**src/rtl/uarch_pkg.sv**
```systemverilog
// Shared micro-architecture types and defaults for the data-memory request path.
package uarch_pkg;

  localparam int unsigned STORE_BUF_DEPTH_DEFAULT = 4;
  localparam int unsigned STARVE_LIMIT_DEFAULT    = 8;

  typedef struct packed {
    logic [31:0] addr;
    logic [31:0] data;
    logic [5:0]  rob_idx;
  } instruction_t;

  typedef enum logic [0:0] {
    LD_PRI,
    ST_FORCE
  } arb_state_e;

endpackage

```
**src/rtl/dmem_req_arbiter_if.sv**
```systemverilog
// Load, committed-store and DMEM request channels plus store-drain status.
interface dmem_req_arbiter_if;
  import uarch_pkg::*;

  logic         ld_req_val;
  instruction_t ld_req_packet;
  logic         ld_req_rdy;

  logic         st_req_val;
  instruction_t st_req_packet;
  logic         st_req_rdy;

  logic         dmem_req_val;
  instruction_t dmem_req_packet;
  logic         dmem_req_is_store;
  logic         dmem_req_rdy;

  logic         st_buf_empty;

  // Arbiter side.
  modport slave (
    input  ld_req_val, ld_req_packet, st_req_val, st_req_packet, dmem_req_rdy,
    output ld_req_rdy, st_req_rdy, dmem_req_val, dmem_req_packet, dmem_req_is_store,
           st_buf_empty
  );

  // LSQ / memory side.
  modport master (
    output ld_req_val, ld_req_packet, st_req_val, st_req_packet, dmem_req_rdy,
    input  ld_req_rdy, st_req_rdy, dmem_req_val, dmem_req_packet, dmem_req_is_store,
           st_buf_empty
  );

endinterface

```
**src/rtl/store_buffer.sv**
```systemverilog
// Committed-store FIFO, oldest entry at head. DEPTH must be a power of two, at least 2.
module store_buffer
  import uarch_pkg::*;
#(
  parameter int unsigned DEPTH = 4,
  localparam int unsigned PtrW = $clog2(DEPTH),
  localparam int unsigned CntW = $clog2(DEPTH + 1)
) (
  input  logic            clk,
  input  logic            rst,
  input  logic            push,
  input  instruction_t    push_data,
  input  logic            pop,
  output instruction_t    head,
  output logic [CntW-1:0] count
);

  instruction_t    mem [DEPTH];
  logic [PtrW-1:0] wr_ptr_q, rd_ptr_q;
  logic [CntW-1:0] count_q;

  // Pointers wrap naturally because DEPTH is a power of two.
  always_ff @(posedge clk or negedge rst) begin
    if (!rst) begin
      wr_ptr_q <= '0;
      rd_ptr_q <= '0;
      count_q  <= '0;
    end else begin
      if (push) wr_ptr_q <= wr_ptr_q + PtrW'(1);
      if (pop)  rd_ptr_q <= rd_ptr_q + PtrW'(1);
      count_q <= count_q + CntW'(push) - CntW'(pop);
    end
  end

  always_ff @(posedge clk) begin
    if (push) mem[wr_ptr_q] <= push_data;
  end

  assign head  = mem[rd_ptr_q];
  assign count = count_q;

endmodule

```
**src/rtl/dmem_req_arbiter.sv**
```systemverilog
// Arbitrates LSQ loads and buffered committed stores onto a single registered DMEM port,
// with load priority and a starvation escape that forces stores out.
module dmem_req_arbiter
  import uarch_pkg::*;
#(
  parameter int unsigned STORE_BUF_DEPTH = STORE_BUF_DEPTH_DEFAULT,
  parameter int unsigned STARVE_LIMIT    = STARVE_LIMIT_DEFAULT
) (
  input logic               clk,
  input logic               rst,
  input logic               flush,
  dmem_req_arbiter_if.slave bus
);

  localparam int unsigned CntW    = $clog2(STORE_BUF_DEPTH + 1);
  localparam int unsigned StarveW = $clog2(STARVE_LIMIT + 1);
  localparam logic [CntW-1:0]    Full      = CntW'(STORE_BUF_DEPTH);
  localparam logic [StarveW-1:0] StarveMax = StarveW'(STARVE_LIMIT);

  arb_state_e         state_q, state_d;
  logic [StarveW-1:0] starve_q, starve_d;
  logic               out_val_q, out_val_d;
  logic               out_is_store_q, out_is_store_d;
  instruction_t       out_pkt_q, out_pkt_d;

  logic [CntW-1:0] st_count, st_count_d;
  instruction_t    st_head;
  logic            st_push, st_avail, can_load, ld_grant, st_grant;

  store_buffer #(
    .DEPTH(STORE_BUF_DEPTH)
  ) u_store_buffer (
    .clk      (clk),
    .rst      (rst),
    .push     (st_push),
    .push_data(bus.st_req_packet),
    .pop      (st_grant),
    .head     (st_head),
    .count    (st_count)
  );

  assign st_avail = (st_count != '0);
  assign can_load = !out_val_q || bus.dmem_req_rdy;

  // Ready outputs are gated by rst so they read low while reset is held.
  assign bus.ld_req_rdy = rst && (state_q == LD_PRI) && !flush && can_load;
  assign bus.st_req_rdy = rst && (st_count < Full);

  assign st_push    = bus.st_req_val && bus.st_req_rdy;
  assign ld_grant   = bus.ld_req_val && bus.ld_req_rdy;
  assign st_grant   = can_load && st_avail && !ld_grant;
  assign st_count_d = st_count + CntW'(st_push) - CntW'(st_grant);

  always_comb begin
    out_val_d      = out_val_q;
    out_pkt_d      = out_pkt_q;
    out_is_store_d = out_is_store_q;
    if (ld_grant) begin
      out_val_d      = 1'b1;
      out_pkt_d      = bus.ld_req_packet;
      out_is_store_d = 1'b0;
    end else if (st_grant) begin
      out_val_d      = 1'b1;
      out_pkt_d      = st_head;
      out_is_store_d = 1'b1;
    end else if (out_val_q && (bus.dmem_req_rdy || (flush && !out_is_store_q))) begin
      // Either issued, or a stalled load killed by flush.
      out_val_d      = 1'b0;
      out_is_store_d = 1'b0;
    end
  end

  always_comb begin
    starve_d = starve_q;
    if (st_grant || !st_avail) begin
      starve_d = '0;
    end else if (starve_q != StarveMax) begin
      starve_d = starve_q + StarveW'(1);
    end

    state_d = state_q;
    unique case (state_q)
      LD_PRI: begin
        if ((starve_d == StarveMax) || (st_count_d == Full)) state_d = ST_FORCE;
      end
      ST_FORCE: begin
        if (!st_avail || (st_grant && (st_count_d < Full))) state_d = LD_PRI;
      end
    endcase
  end

  always_ff @(posedge clk or negedge rst) begin
    if (!rst) begin
      state_q        <= LD_PRI;
      starve_q       <= '0;
      out_val_q      <= 1'b0;
      out_is_store_q <= 1'b0;
      out_pkt_q      <= '0;
    end else begin
      state_q        <= state_d;
      starve_q       <= starve_d;
      out_val_q      <= out_val_d;
      out_is_store_q <= out_is_store_d;
      out_pkt_q      <= out_pkt_d;
    end
  end

  assign bus.dmem_req_val      = out_val_q;
  assign bus.dmem_req_packet   = out_pkt_q;
  assign bus.dmem_req_is_store = out_is_store_q;
  assign bus.st_buf_empty      = !st_avail && !out_is_store_q;

endmodule

```
**src/flat_wrapper.sv**
```systemverilog
// flat-port wrapper written by rule: the top's interface ports become plain ports
module dmem_req_arbiter_flat import uarch_pkg::*;
#(
  parameter int unsigned STORE_BUF_DEPTH = STORE_BUF_DEPTH_DEFAULT,
  parameter int unsigned STARVE_LIMIT    = STARVE_LIMIT_DEFAULT
)
  (clk, rst, flush, bus_ld_req_val, bus_ld_req_packet, bus_st_req_val, bus_st_req_packet, bus_dmem_req_rdy, bus_ld_req_rdy, bus_st_req_rdy, bus_dmem_req_val, bus_dmem_req_packet, bus_dmem_req_is_store, bus_st_buf_empty);
  dmem_req_arbiter_if bus_i ();
  input logic clk;
  input logic rst;
  input logic flush;
  input wire logic [$bits(bus_i.ld_req_val)-1:0] bus_ld_req_val;
  input wire logic [$bits(bus_i.ld_req_packet)-1:0] bus_ld_req_packet;
  input wire logic [$bits(bus_i.st_req_val)-1:0] bus_st_req_val;
  input wire logic [$bits(bus_i.st_req_packet)-1:0] bus_st_req_packet;
  input wire logic [$bits(bus_i.dmem_req_rdy)-1:0] bus_dmem_req_rdy;
  output wire logic [$bits(bus_i.ld_req_rdy)-1:0] bus_ld_req_rdy;
  output wire logic [$bits(bus_i.st_req_rdy)-1:0] bus_st_req_rdy;
  output wire logic [$bits(bus_i.dmem_req_val)-1:0] bus_dmem_req_val;
  output wire logic [$bits(bus_i.dmem_req_packet)-1:0] bus_dmem_req_packet;
  output wire logic [$bits(bus_i.dmem_req_is_store)-1:0] bus_dmem_req_is_store;
  output wire logic [$bits(bus_i.st_buf_empty)-1:0] bus_st_buf_empty;
  assign bus_i.ld_req_val = bus_ld_req_val;
  assign bus_i.ld_req_packet = bus_ld_req_packet;
  assign bus_i.st_req_val = bus_st_req_val;
  assign bus_i.st_req_packet = bus_st_req_packet;
  assign bus_i.dmem_req_rdy = bus_dmem_req_rdy;
  assign bus_ld_req_rdy = bus_i.ld_req_rdy;
  assign bus_st_req_rdy = bus_i.st_req_rdy;
  assign bus_dmem_req_val = bus_i.dmem_req_val;
  assign bus_dmem_req_packet = bus_i.dmem_req_packet;
  assign bus_dmem_req_is_store = bus_i.dmem_req_is_store;
  assign bus_st_buf_empty = bus_i.st_buf_empty;
  dmem_req_arbiter #(.STORE_BUF_DEPTH(STORE_BUF_DEPTH), .STARVE_LIMIT(STARVE_LIMIT)) u_core (.clk(clk), .rst(rst), .flush(flush), .bus(bus_i));
endmodule
```
**config.mk**
```make
export PLATFORM = sky130hd
export DESIGN_NAME = dmem_req_arbiter_flat
export DESIGN_NICKNAME = d
export VERILOG_FILES = /design/src/rtl/uarch_pkg.sv /design/src/rtl/dmem_req_arbiter_if.sv /design/src/rtl/store_buffer.sv /design/src/rtl/dmem_req_arbiter.sv /design/src/flat_wrapper.sv
export SDC_FILE = /design/constraint.sdc
export NUM_CORES = 1
export LEC_CHECK = 0
export ABC_AREA = 1
export CAP_MARGIN = 10
export CELL_PAD_IN_SITES_DETAIL_PLACEMENT = 1
export CELL_PAD_IN_SITES_GLOBAL_PLACEMENT = 1
export CORE_MARGIN = 2
export CORE_UTILIZATION = 45
export CTS_BUF_LIST = sky130_fd_sc_hd__clkbuf_2 sky130_fd_sc_hd__clkbuf_4 sky130_fd_sc_hd__clkbuf_8
export DETAILED_ROUTE_END_ITERATION = 10
export MAX_ROUTING_LAYER = met4
export PLACE_DENSITY_LB_ADDON = 0.1
export SETUP_SLACK_MARGIN = 0.05
export SLEW_MARGIN = 10
export SYNTH_ARGS = -nofsm -noshare
export SYNTH_HDL_FRONTEND = slang
export SYNTH_SLANG_ARGS = --single-unit
```
**constraint.sdc**
```tcl
create_clock -name clk -period 4.9 [get_ports clk]
set_clock_uncertainty 0.1 [all_clocks]
set_input_delay 0.98 -clock clk [delete_from_list [all_inputs] [get_ports clk]]
set_output_delay 0.98 -clock clk [all_outputs]
set_load 0.005 [all_outputs]
```
==> flow_summary.ini <==
[clock_tree]
cts_tree = yes
cts_resized = 0
post_cts_buffers = 0
clkLatencyLatePin_ns = 0.58
postCtsHoldBufs = 0
clockBufferDepth = 3
clk_pin_slew_worst_paths_ns = 0.06
ctsHtreeMaxLevel = 2
clock_sinks = 364
cts_root_buf = clkbuf_8
numCtsBuffers = 57

[critical_path]
critPathSlowestCell = clkdlybuf4s50_1
cp.arrival_ns = 2.29
crit_fanout = 4
r2r_setup_slack_ns = 2.10
timing.critical_path.cells = clkdlybuf4s50_1 -> inv_1 -> nand2_2 -> nand3_1 -> inv_1 -> clkdlybuf4s50_1
slowest_delay_ns = 0.50
path_class = in -> out
crit_required_ns = 3.82
startpoint_type = input port
end_kind = output port

[floorplan]
dieArea_um2 = 33300
die_w_um = 183
core_area_um2 = 31500
start_util_pct = 45.6
row_count = 65
die_h_um = 183
ios = 221

[synth]
yosysTopAreaCell = edfxtp_1
yosysMostFrequentCell = edfxtp_1
yosysWarnings = 0
ys_types = 30
synth_commonest_cells = edfxtp_1 (280), nand2_1 (203), nor2_1 (144)
synth.area.top_cells = edfxtp_1 (59%), dfrtp_1 (15%), nand2_1 (5.3%)
yosysSeqAreaShare_pct = 73.2
synth_fp_nets = 1313
synth_top_area_share_pct = 58.6
synth-seq-cells = 364
synthCells = 1158
ys.flop_type = edfxtp_1
syn-mean-instance-area_um2 = 12.4
synthArstFlopShare_pct = 23.1
syn_area_um2 = 14300
synth_edf_count = 280

[global_routing]
grt_pass1_vias = 10584
grt_pass1_wl_mm = 58.1
antenna_found_initial = 7
grt_max_degree = 100
grtUsageTotal_pct = 23.2
grt_overflow = 0

[drt]
dr.pass1.iters = 5
avgRoutedWirePerCell_um = 20.2
wl_met3_mm = 1.97
wl_met1_mm = 16.0
vias = 9825
wl_mm = 37.3
met2_length_mm = 18.5
drcViolationCount = 0
drt_iter0_drc = 581
top_layer = met4
drtAntennaViolNets = 0
vias_per_cell = 5.33

[finish]
final_layout_size_suffix_gt1_share_pct = 12.7
syn2layout_area_growth_pct = 26.5
nFillCells = 3211
fin_nets = 1542

[sta]
final_max_slew_viol_count = 0
setup_viol = 0
hold_viol_final = 0
fin_crit_ns = 3.37
worstMarginPinSlew_ns = 1.05
finalSetupTns_ns = 0
fmax_ghz = 0.297
rsz0062_at_grt = false
hold_slack_ns = 0.375
fin_crit_sh_pct = 68.7
relSlewSlack_pct = 29.7

[pwr]
peakVddDrop_v = 0.000302
p_per_area_nw_per_um2 = 564
p_leak_uw = 0.00668

[flow_run]
max_cap_violations = 0

[placement]
routabilityCongestion = 0.738
hpwl_mm = 22.3
port_buffers = 220

[hold_path]
hp-class = reg -> reg

[status]
status = complete, no violations
[worst paths after layout]
path / start / to / cells after the start
worst max-delay path: bus_dmem_req_rdy / bus_ld_req_rdy / 6
worst min-delay path: u_core.bus.dmem_req_packet[2]$_DFFE_PN0P_ / u_core.bus.dmem_req_packet[2]$_DFFE_PN0P_ / 2
worst max register to register: u_core.u_store_buffer.count[2]$_DFF_PN0_ / u_core.state_q$_DFF_PN0_ / 11
worst min register to register: u_core.bus.dmem_req_packet[2]$_DFFE_PN0P_ / u_core.bus.dmem_req_packet[2]$_DFFE_PN0P_ / 2
max in group asynchronous: rst / u_core.u_store_buffer.rd_ptr_q[0]$_DFFE_PN0P_ / 3
min in group asynchronous: rst / u_core.u_store_buffer.count[2]$_DFF_PN0_ / 2
[metrics by stage]
step | cells | util [%] | power [uW] | area, um2 | worst slack (ns)
floorplan | 1158 | - | 6150 | 14300 | -0.000891
global placement | 1730 | 53.8 | 7540 | 16900 | 1.27
detailed placement | 1730 | 53.8 | 7700 | 16900 | 1.17
CTS | 1837 | 57.6 | 10400 | 18100 | 1.51
global route | 1844 | 57.7 | 10900 | 18200 | 1.46
finish | 1844 | 57.7 | 10200 | 18200 | 1.53
[layout make-up]
cell class                 count  area, um2  share of cell area [%]
timing repair buffer         240       2360                    13.0
clock buffer                  92       1140                    6.29
multi-input combinational    698       3440                    18.9
inverter                      26        100                   0.551
clock inverter                15       75.1                   0.414
antenna                        7       17.5                  0.0965
tap                          402        503                    2.77
sequential                   364      10500                    57.9
[placed cells by master (no fill, tap or decap), types with 38 or more instances in the layout]
cell type / n
o21ai_0: 107
nand3_1: 77
nand2_1: 203
or2_2: 39
clkdlybuf4s50_1: 219
dfrtp_1: 82
clkbuf_8: 72
nor2_1: 140
o221ai_1: 38
edfxtp_1: 280
[cell families (layout without fill, tap and decap cells)]
family / count (synthesis) / count (layout) / synth area share [%]
adders and majority gates: 9 / 9 / 0.837
DFF: 364 / 364 / 73.2
AOI/OAI and AO/OA: 214 / 214 / 8.71
other: 0 / 7 / 0
and+or+nand+nor: 471 / 471 / 14.0
xor gates and xnor gates: 4 / 4 / 0.244
buffers and inverters: 96 / 373 / 3.00
[per-layer routing]
metal	global-route usage [%]	vias to the layer above
met1	28.9	4921
met2	38.4	242
met3	4.91	67
li1	-	4595
met5	-	-
met4	6.81	0
[sequential cells by signal, summed over array words and instances, names as in the netlist]
name                            count
u_core.u_store_buffer.mem         280
u_core.u_store_buffer.count         3
u_core.bus.dmem_req_is_store        1
u_core.state_q                      1
u_core.u_store_buffer.wr_ptr_q      2
u_core.bus.dmem_req_val             1
u_core.bus.dmem_req_packet         70
u_core.u_store_buffer.rd_ptr_q      2
u_core.starve_q                     4
[critical path, delay by kind of cell]
kind          cells  cell delay [ns]
simple gates      2             0.22
buf+inv           4             1.09
[report_power, final]
part	switching [uW]	leakage, uW	total (uW)	internal, uW
Clock	1170	0.000662	2640	1480
Sequential	298	0.00355	4190	3890
Combinational	2030	0.00247	3400	1380
Total	3490	0.00668	10200	6740
No activity file was read; power rests on OpenSTA's default activity.
